### config.mk
export PLATFORM = sky130hd
export DESIGN_NAME = fetch_stage
export DESIGN_NICKNAME = d
export VERILOG_FILES = /design/src/rtl/fetch_stage_pkg.sv /design/src/rtl/fetch_hold_buf.sv /design/src/rtl/fetch_stage.sv
export SDC_FILE = /design/constraint.sdc
export NUM_CORES = 1
export LEC_CHECK = 0
export BUFFER_PORTS_ARGS = -buffer_cell sky130_fd_sc_hd__buf_2
export CORE_AREA = 10 10 157 159
export CTS_CLUSTER_DIAMETER = 40
export DETAILED_ROUTE_END_ITERATION = 6
export DIE_AREA = 0 0 167 169
export GPL_ROUTABILITY_DRIVEN = 0
export HOLD_SLACK_MARGIN = 0.15
export PLACE_DENSITY = 0.8
export SYNTH_ARGS = -nofsm -noshare
export SYNTH_HDL_FRONTEND = slang
export SYNTH_SLANG_ARGS = --single-unit
### constraint.sdc
create_clock -name clk -period 7.8 [get_ports clk]
set_input_delay 0.39 -clock clk [delete_from_list [all_inputs] [get_ports clk]]
set_output_delay 0.39 -clock clk [all_outputs]
set_load 0.05 [all_outputs]
### src/rtl/fetch_stage_pkg.sv
// Shared constants, FSM encoding and PC arithmetic for the instruction-fetch stage.
package fetch_stage_pkg;

  localparam logic [31:0] RESET_PC_DEF = 32'h0000_0000;
  localparam logic [31:0] NOP_INST_DEF = 32'h0000_0000;

  typedef enum logic [1:0] {
    IF_REQ  = 2'd0,
    IF_WAIT = 2'd1,
    IF_DROP = 2'd2
  } if_state_t;

  function automatic logic [31:0] pc_plus4(input logic [31:0] pc);
    return pc + 32'd4;
  endfunction

endpackage

### src/rtl/fetch_hold_buf.sv
// One-entry {instr, pc} skid buffer catching a returning fetch while ID cannot accept it.
module fetch_hold_buf
  import fetch_stage_pkg::*;
(
  input  logic        clk,
  input  logic        rst,
  input  logic        clear,
  input  logic        load,
  input  logic [31:0] new_instr,
  input  logic [31:0] new_pc,
  output logic        valid,
  output logic [31:0] instr,
  output logic [31:0] pc
);

  // Buffer storage; clear wins over load so a redirect always empties it.
  always_ff @(posedge clk) begin
    if (rst || clear) begin
      valid <= 1'b0;
      instr <= NOP_INST_DEF;
      pc    <= 32'd0;
    end else if (load) begin
      valid <= 1'b1;
      instr <= new_instr;
      pc    <= new_pc;
    end else begin
      valid <= valid;
      instr <= instr;
      pc    <= pc;
    end
  end

endmodule

### src/rtl/fetch_stage.sv
// MIPS instruction-fetch stage: PC, addr_ok/data_ok fetch FSM, redirect handling and IF/ID register.
module fetch_stage
  import fetch_stage_pkg::*;
#(
  parameter logic [31:0] RESET_PC = RESET_PC_DEF,
  parameter logic [31:0] NOP_INST = NOP_INST_DEF
) (
  input  logic        clk,
  input  logic        rst,
  output logic        inst_req,
  output logic [31:0] inst_addr,
  input  logic        inst_addr_ok,
  input  logic [31:0] inst_rdata,
  input  logic        inst_data_ok,
  input  logic        stallD,
  input  logic        flushD,
  input  logic        branch_taken,
  input  logic [31:0] branch_target,
  input  logic        jump,
  input  logic [31:0] jump_target,
  output logic [31:0] instrD,
  output logic [31:0] pcD,
  output logic [31:0] pcplus4D,
  output logic        validD
);

  if_state_t   state;
  logic [31:0] pc;
  logic [31:0] req_pc;
  logic        redirect;
  logic [31:0] target;
  logic        accept;
  logic        data_in;
  logic        hold_valid;
  logic [31:0] hold_instr;
  logic [31:0] hold_pc;
  logic        hold_load;
  logic        hold_clear;
  logic        id_from_hold;

  // Redirect selection, request handshake and hold-buffer control.
  always_comb begin
    redirect     = branch_taken | jump;
    target       = branch_taken ? branch_target : jump_target;
    inst_req     = !rst && (state == IF_REQ) && !hold_valid && !redirect;
    inst_addr    = pc;
    accept       = inst_req && inst_addr_ok;
    data_in      = (state == IF_WAIT) && inst_data_ok && !redirect;
    // Data that ID cannot take this cycle is parked rather than lost.
    hold_load    = data_in && (stallD || flushD);
    id_from_hold = hold_valid && !flushD && !stallD && !redirect;
    hold_clear   = redirect || id_from_hold;
  end

  fetch_hold_buf u_hold (
    .clk       (clk),
    .rst       (rst),
    .clear     (hold_clear),
    .load      (hold_load),
    .new_instr (inst_rdata),
    .new_pc    (req_pc),
    .valid     (hold_valid),
    .instr     (hold_instr),
    .pc        (hold_pc)
  );

  // Fetch FSM and PC; a redirect in WAIT turns the in-flight fetch into a stale one.
  always_ff @(posedge clk) begin
    if (rst) begin
      state  <= IF_REQ;
      pc     <= RESET_PC;
      req_pc <= 32'd0;
    end else begin
      case (state)
        IF_REQ: begin
          if (redirect) begin
            pc <= target;
          end else if (accept) begin
            req_pc <= pc;
            pc     <= pc_plus4(pc);
            state  <= IF_WAIT;
          end else begin
            pc <= pc;
          end
        end
        IF_WAIT: begin
          if (redirect) begin
            pc <= target;
          end
          if (inst_data_ok) begin
            state <= IF_REQ;
          end else if (redirect) begin
            state <= IF_DROP;
          end else begin
            state <= IF_WAIT;
          end
        end
        IF_DROP: begin
          if (redirect) begin
            pc <= target;
          end
          if (inst_data_ok) begin
            state <= IF_REQ;
          end else begin
            state <= IF_DROP;
          end
        end
        default: begin
          state <= IF_REQ;
        end
      endcase
    end
  end

  // IF/ID register: flush beats stall beats load; bubbles keep the old PC fields.
  always_ff @(posedge clk) begin
    if (rst) begin
      instrD   <= NOP_INST;
      pcD      <= 32'd0;
      pcplus4D <= 32'd0;
      validD   <= 1'b0;
    end else if (flushD) begin
      instrD <= NOP_INST;
      validD <= 1'b0;
    end else if (stallD) begin
      instrD <= instrD;
      validD <= validD;
    end else if (redirect) begin
      instrD <= NOP_INST;
      validD <= 1'b0;
    end else if (hold_valid) begin
      instrD   <= hold_instr;
      pcD      <= hold_pc;
      pcplus4D <= pc_plus4(hold_pc);
      validD   <= 1'b1;
    end else if (data_in) begin
      instrD   <= inst_rdata;
      pcD      <= req_pc;
      pcplus4D <= pc_plus4(req_pc);
      validD   <= 1'b1;
    end else begin
      instrD <= NOP_INST;
      validD <= 1'b0;
    end
  end

endmodule
==> results of run 1 <==
report_power, final:
part | switching, W | total [W] | internal [W]
registers | 0.0000332 | 0.00121 | 0.00117
clock network | 0.000524 | 0.00142 | 0.000895
logic | 0.000159 | 0.000237 | 0.0000785
total | 0.000716 | 0.00286 | 0.00215
repair_timing:
action / CTS / global route
resized for setup: 0 / 0
endpoints found under the setup margin: 0 / 0
hold endpoints to repair: 32 / 0
hold buffers: 32 / 0
layer usage:
layer,track usage,share of wire
met1,0.297,0.43
met2,0.351,0.46
met3,0.0498,0.086
met4,0.0703,0.022
met5,0,0.00021
sequential cells by signal, indices dropped and copies added, names as in the netlist:
name	count
pcD	32
instrD	32
pcplus4D	30
u_hold.valid	1
u_hold.instr	32
u_hold.pc	32
state	2
inst_addr	32
validD	1
req_pc	32
cell families (layout without fill, tap and decap cells):
| group | count (synthesis) | count (layout) | synth area share |
|---|---|---|---|
| compound gates | 364 | 364 | 0.222 |
| xor+xnor | 10 | 10 | 0.00829 |
| fa+ha+maj | 6 | 6 | 0.00710 |
| buf+inv | 117 | 339 | 0.0457 |
| flops | 226 | 226 | 0.428 |
| mux | 62 | 62 | 0.0598 |
| other cells | 0 | 4 | 0 |
| simple gates | 540 | 540 | 0.229 |
worst paths after layout:
check / from / end / slack, ns
hold / removal: inst_data_ok / state[0] / 0.21
setup reg to reg: u_hold.valid / pcplus4D[29] / 4.40
hold reg to reg: u_hold.instr[24] / u_hold.instr[24] / 0.45
setup / recovery: u_hold.valid / pcplus4D[29] / 4.40
area by class of cell:
type                            instances  area share
Multi-Input combinational cell        982       0.426
Sequential cell                       226       0.344
Clock inverter                         14      0.0158
Clock buffer                           38      0.0638
Tap cell                              280      0.0266
Timing Repair Buffer                  278       0.121
Inverter                                9     0.00257
Antenna cell                            4    0.000760
stage by stage:
stage,utilization,power [W]
after global routing,0.611,0.00295
final,0.611,0.00286
after CTS,0.610,0.00287
after global placement,0.547,0.00145
after floorplan,-,0.00137
after detailed placement,0.547,0.00145
cells in the final DEF (no fill, tap or decap), drive strengths merged, types with 38 or more instances in the layout:
cell,instances
o21ai,38
dfxtp,226
buf,246
nor3,38
nand3,60
nor2,100
mux2i,53
clkbuf,38
a21oi,150
nand2,269
a211oi,40
critical path: stages, from the launching register on:
cell	delay, ns
dfxtp_4	0.53
buf_4	0.79
inv_2	0.29
a211oi_4	0.27
buf_4	0.66
nand3_1	0.16
or4_1	0.43
nand3_1	0.09
==> results.sh, run 1 <==
export IMPL_status="finished clean"
export IMPL_avgRoutedWirePerCell_um=18.4
export IMPL_placedCellCount=1743
export IMPL_vias=10800
export IMPL_start_util=0.490
export IMPL_die_area_mm2=0.0282
export IMPL_min_path_type="primary input to flip-flop"
export IMPL_finalHoldWorstSlack_ns=0.214
export IMPL_layout_nets=1636
export IMPL_fin_area_mm2=0.0132
export IMPL_via_per_inst=5.88
export IMPL_criticalPathCategory="flip-flop to flip-flop"
export IMPL_crit_path_start_kind="flip-flop"
export IMPL_synth_edff_count=0
export IMPL_cts_sinks=226
export IMPL_hold_viol=0
export IMPL_timing_final_max_slew_violations=0
export IMPL_finalCritPeriodShare=0.436
export IMPL_r2r_worst_path_cells=7
export IMPL_p_per_area_mw_per_mm2=217
export IMPL_yosysWarnings=0
export IMPL_synth_top_cells_by_count="nand2_1, dfxtp_1, a21oi_1"
export IMPL_grt_pass1_vias=10200
export IMPL_rsz0062_at_grt="no"
export IMPL_grt_total_usage=0.223
export IMPL_grt_overflow_total=0
export IMPL_die_w_um=167
export IMPL_drt_iter0_markers=1073
export IMPL_synth_cell_types=63
export IMPL_synth_seq_area_share=0.428
export IMPL_slew_headroom=0.224
export IMPL_worst_ep_arrival_time_ns=3.88
export IMPL_grt_max_degree=91
export IMPL_fmax_ghz=0.294
export IMPL_dp_hpwl_um=22800
export IMPL_async_reset_ff_frac=0
export IMPL_crit_fanout=90
export IMPL_setup_slack_ns=4.40
export IMPL_setup_tns_ns=0
export IMPL_clk_path_buf_depth=3
export IMPL_grt_pass1_wl_um=53700
export IMPL_syn_inst=1325
export IMPL_peakVddDrop_mv=0.119
export IMPL_path_clk_slew_ns=0.06
export IMPL_post_cts_buffers=0
export IMPL_required_ns=8.28
export IMPL_core_area_mm2=0.0216
export IMPL_antenna_found_initial=5
export IMPL_worst_pin_slew_ns=1.16
export IMPL_detailedRoute_firstPassIterationCount=5
export IMPL_synth_seq_cells=226
export IMPL_area_growth_pct=24.6
export IMPL_clock_skew_ns=0.0109
export IMPL_syn_area_mm2=0.0106
export IMPL_boundaryPins=234
export IMPL_holdPathStages=4
export IMPL_nFillCells=1839
export IMPL_cts_tree="built"
export IMPL_synth_area_leaders="dfxtp_1, nand2_1, a21oi_1"
export IMPL_syn_num_nets=1435
export IMPL_drtAntennaViolNets=0
export IMPL_cts_root_buf="clkbuf_16"
export IMPL_yosysTopAreaCellShare=0.428
export IMPL_port_buffers=233
export IMPL_synth_top_cell_by_area="dfxtp_1"
export IMPL_syn_area_per_cell_um2=7.98
export IMPL_multi_input_area_mm2=0.00561
export IMPL_num_rows=54
export IMPL_die_h_um=169
export IMPL_wl_um=33700
export IMPL_finalCriticalPeriod_ns=3.40
export IMPL_cts_buffers_inserted=29
export IMPL_final_cell_count_no_fill=1831
export IMPL_post_synth_top_count_cell="nand2_1"
export IMPL_placed_area_mm2=0.0118
export IMPL_drv_cap=0
export IMPL_power_static_leakage_nw=4.90
export IMPL_synth_ff_type="dfxtp_1"
export IMPL_clock_latency_ns=0.54
export IMPL_cp_end_kind="flip-flop"
export IMPL_setup_viol=0
export IMPL_pre_cts_ws_ns=4.48
export IMPL_drive_above_1_share=0.215
export IMPL_drc=0
export IMPL_htree_levels=1
export IMPL_final_seq_area_mm2=0.00453
(Power assumes the default switching activity.)
==> inputs of run 2 (changes only) <==
CORE_AREA = 10 10 158 160   (was 10 10 157 159)
DIE_AREA = 0 0 168 170   (was 0 0 167 169)
PLACE_DENSITY = 0.82   (was 0.8)
clock period = 2.9 ns   (was 7.8 ns; I/O delays follow)
==> run 2 against run 1 <==
Global-route usage grew 1.9 points. Setup slack lost 4.0 ns. First-iteration DRC count shrank 4.1%. Worst hold slack lost 0.036 ns. Core utilization grew 3.2 points. Clock power grew to 2.9 times the previous value. Cell count grew 4.4%. Combinational power grew to 3.0 times the previous value. Routed wire length grew 8.4%. Critical path depth grew 2. Non-clock buffer count grew 71. Critical path type is now primary input to flip-flop. Highest routed layer unchanged.
==> results.sh, run 2 (synthesis gave the netlist of run 1 again) <==
export IMPL_die_h_um=170
export IMPL_grt_pass1_wl_um=58200
export IMPL_post_cts_buffers=0
export IMPL_layout_nets=1713
export IMPL_avgRoutedWirePerCell_um=19.1
export IMPL_crit_fanout=41
export IMPL_grt_max_degree=58
export IMPL_cp_buffers_inverters=4
export IMPL_min_path_type="primary input to flip-flop"
export IMPL_path_delay_family="buffers and inverters"
export IMPL_clock_latency_ns=0.51
export IMPL_finalCritPeriodShare=0.877
export IMPL_area_growth_pct=31.9
export IMPL_slew_headroom=0.532
export IMPL_num_rows=54
export IMPL_final_seq_area_mm2=0.00453
export IMPL_reg2reg_slack_ns=0.40
export IMPL_cts_tree="built"
export IMPL_detailedRoute_firstPassIterationCount=6
export IMPL_pre_cts_ws_ns=0.490
export IMPL_port_buffers=233
export IMPL_cts_buffers_inserted=35
export IMPL_fin_util=0.643
export IMPL_boundaryPins=234
export IMPL_crit_start="rst"
export IMPL_start_util=0.487
export IMPL_layout_common_cells="nand2_1, buf_2, dfxtp_1"
export IMPL_cp_end_kind="flip-flop"
export IMPL_grt_overflow_total=0
export IMPL_setup_tns_ns=0
export IMPL_nFillCells=1689
export IMPL_power_switching_w=0.00211
export IMPL_clock_skew_ns=0.0225
export IMPL_hold_end="inst_addr[18]"
export IMPL_drtAntennaViolNets=0
export IMPL_grt_total_usage=0.241
export IMPL_worst_ep_arrival_time_ns=2.92
export IMPL_path_clk_slew_ns=0.06
export IMPL_via_per_inst=5.99
export IMPL_die_w_um=168
export IMPL_die_area_mm2=0.0286
export IMPL_r2r_worst_path_cells=5
export IMPL_r2r_start="u_hold.valid"
export IMPL_drive_above_1_share=0.226
export IMPL_power_static_leakage_nw=5.28
export IMPL_crit_path_start_kind="primary input"
export IMPL_rsz0062_at_grt="no"
export IMPL_finalCriticalPeriod_ns=2.54
export IMPL_hold_viol=0
export IMPL_required_ns=3.27
export IMPL_htree_levels=2
export IMPL_drc=0
export IMPL_internal_power_w=0.00591
export IMPL_criticalPathCategory="primary input to flip-flop"
export IMPL_clk_path_buf_depth=3
export IMPL_pwr_share_clk=0.506
export IMPL_path_cells="dlygate4sd3_1 -> buf_4 -> nor3_1 -> buf_4 -> and4_1 -> nand2_1 -> o211ai_1 -> a21oi_1 -> dlygate4sd3_1"
export IMPL_core_area_mm2=0.0217
export IMPL_multi_input_area_mm2=0.00561
export IMPL_dp_hpwl_um=24100
export IMPL_rr_endpoint="pcplus4D[27]"
export IMPL_power_frac_comb=0.090
export IMPL_final_common_cell="nand2_1"
export IMPL_drt_iter0_markers=1029
export IMPL_holdPathStages=4
export IMPL_fmax_ghz=0.393
export IMPL_gr_usage_met1=0.297
export IMPL_cts_root_buf="clkbuf_16"
export IMPL_grt_use_met3=0.0599
export IMPL_finalHoldWorstSlack_ns=0.177
export IMPL_status="finished clean"
export IMPL_setup_viol=0
export IMPL_cts_sinks=226
export IMPL_peakVddDrop_mv=0.356
export IMPL_min_from="branch_target[18]"
export IMPL_cp_slowest_cell="and4_1"
export IMPL_grt_util_met2=0.396
export IMPL_p_sw_frac=0.264
export IMPL_timing_final_max_slew_violations=0
export IMPL_gr_max_usage_layer="met2"
export IMPL_cpPeakStageDelay_ns=0.67
export IMPL_setup_slack_ns=0.356
export IMPL_worst_pin_slew_ns=0.702
export IMPL_wl_um=36600
export IMPL_p_per_area_mw_per_mm2=575
export IMPL_power_frac_seq=0.404
export IMPL_vias=11500
export IMPL_antenna_found_initial=5
export IMPL_grt_pass1_vias=11100
export IMPL_drv_cap=0
==> run 2: cell count changes in the layout (fill, tap and decap cells not counted), moves of 4 or more <==
cell           delta
dlygate4sd3_1    +45
buf_4            +23
clkbuf_16         +8
clkbuf_8          -7
clkinv_2          +4
==> run 2: worst max path at each step <==
stage                        end  slack (ns)  cells after the start
global route            state[0]        0.19                      9
finish                  state[0]        0.36                      9
CTS                     state[0]        0.38                      9
global placement    pcplus4D[27]        0.53                      5
floorplan           pcplus4D[30]        0.10                     12
detailed placement  pcplus4D[27]        0.49                      5
==> run 2: per-layer routing <==
layer	up-vias	part of all wire	routed length (µm)
li1	5335	-	-
met1	5359	0.40	14500
met2	641	0.47	17200
met3	116	0.098	3580
met4	2	0.036	1310
met5	-	0.00036	13
==> run 2: cell type report <==
| type | instances | area share |
|---|---|---|
| Antenna cell | 4 | 0.000718 |
| Timing Repair Buffer | 349 | 0.163 |
| Clock inverter | 22 | 0.0142 |
| Sequential cell | 226 | 0.325 |
| Multi-Input combinational cell | 982 | 0.402 |
| Inverter | 9 | 0.00242 |
| Tap cell | 280 | 0.0251 |
| Clock buffer | 40 | 0.0679 |
==> run 2: tightest hold or removal path: stages <==
cell and delay [ns]:
buf_2 0.08, a211oi_1 0.08, a41oi_1 0.16, o221a_2 0.19
==> run 2: power groups by stage <==
stage,combinational [W],clock (W),sequential (W)
floorplan,0.000260,0,0.00342
global route,0.000765,0.00424,0.00325
global placement,0.000601,0,0.00330
detailed placement,0.000609,0,0.00330
CTS,0.000699,0.00411,0.00324
finish,0.000720,0.00406,0.00324
==> run 2: through the flow <==
step / instances / total power, W / instance area (µm²)
CTS: 1908 / 0.00804 / 13900
detailed placement: 1769 / 0.00391 / 12000
floorplan: 1325 / 0.00368 / 10600
global route: 1912 / 0.00825 / 13900
global placement: 1769 / 0.00390 / 12000
finish: 1912 / 0.00802 / 13900
==> run 2: what timing repair did <==
action | in CTS | in global routing
setup endpoints to repair | 0 | 0
resized for setup | 0 | 0
endpoints found under the hold margin | 118 | 0
hold buffers | 77 | 0
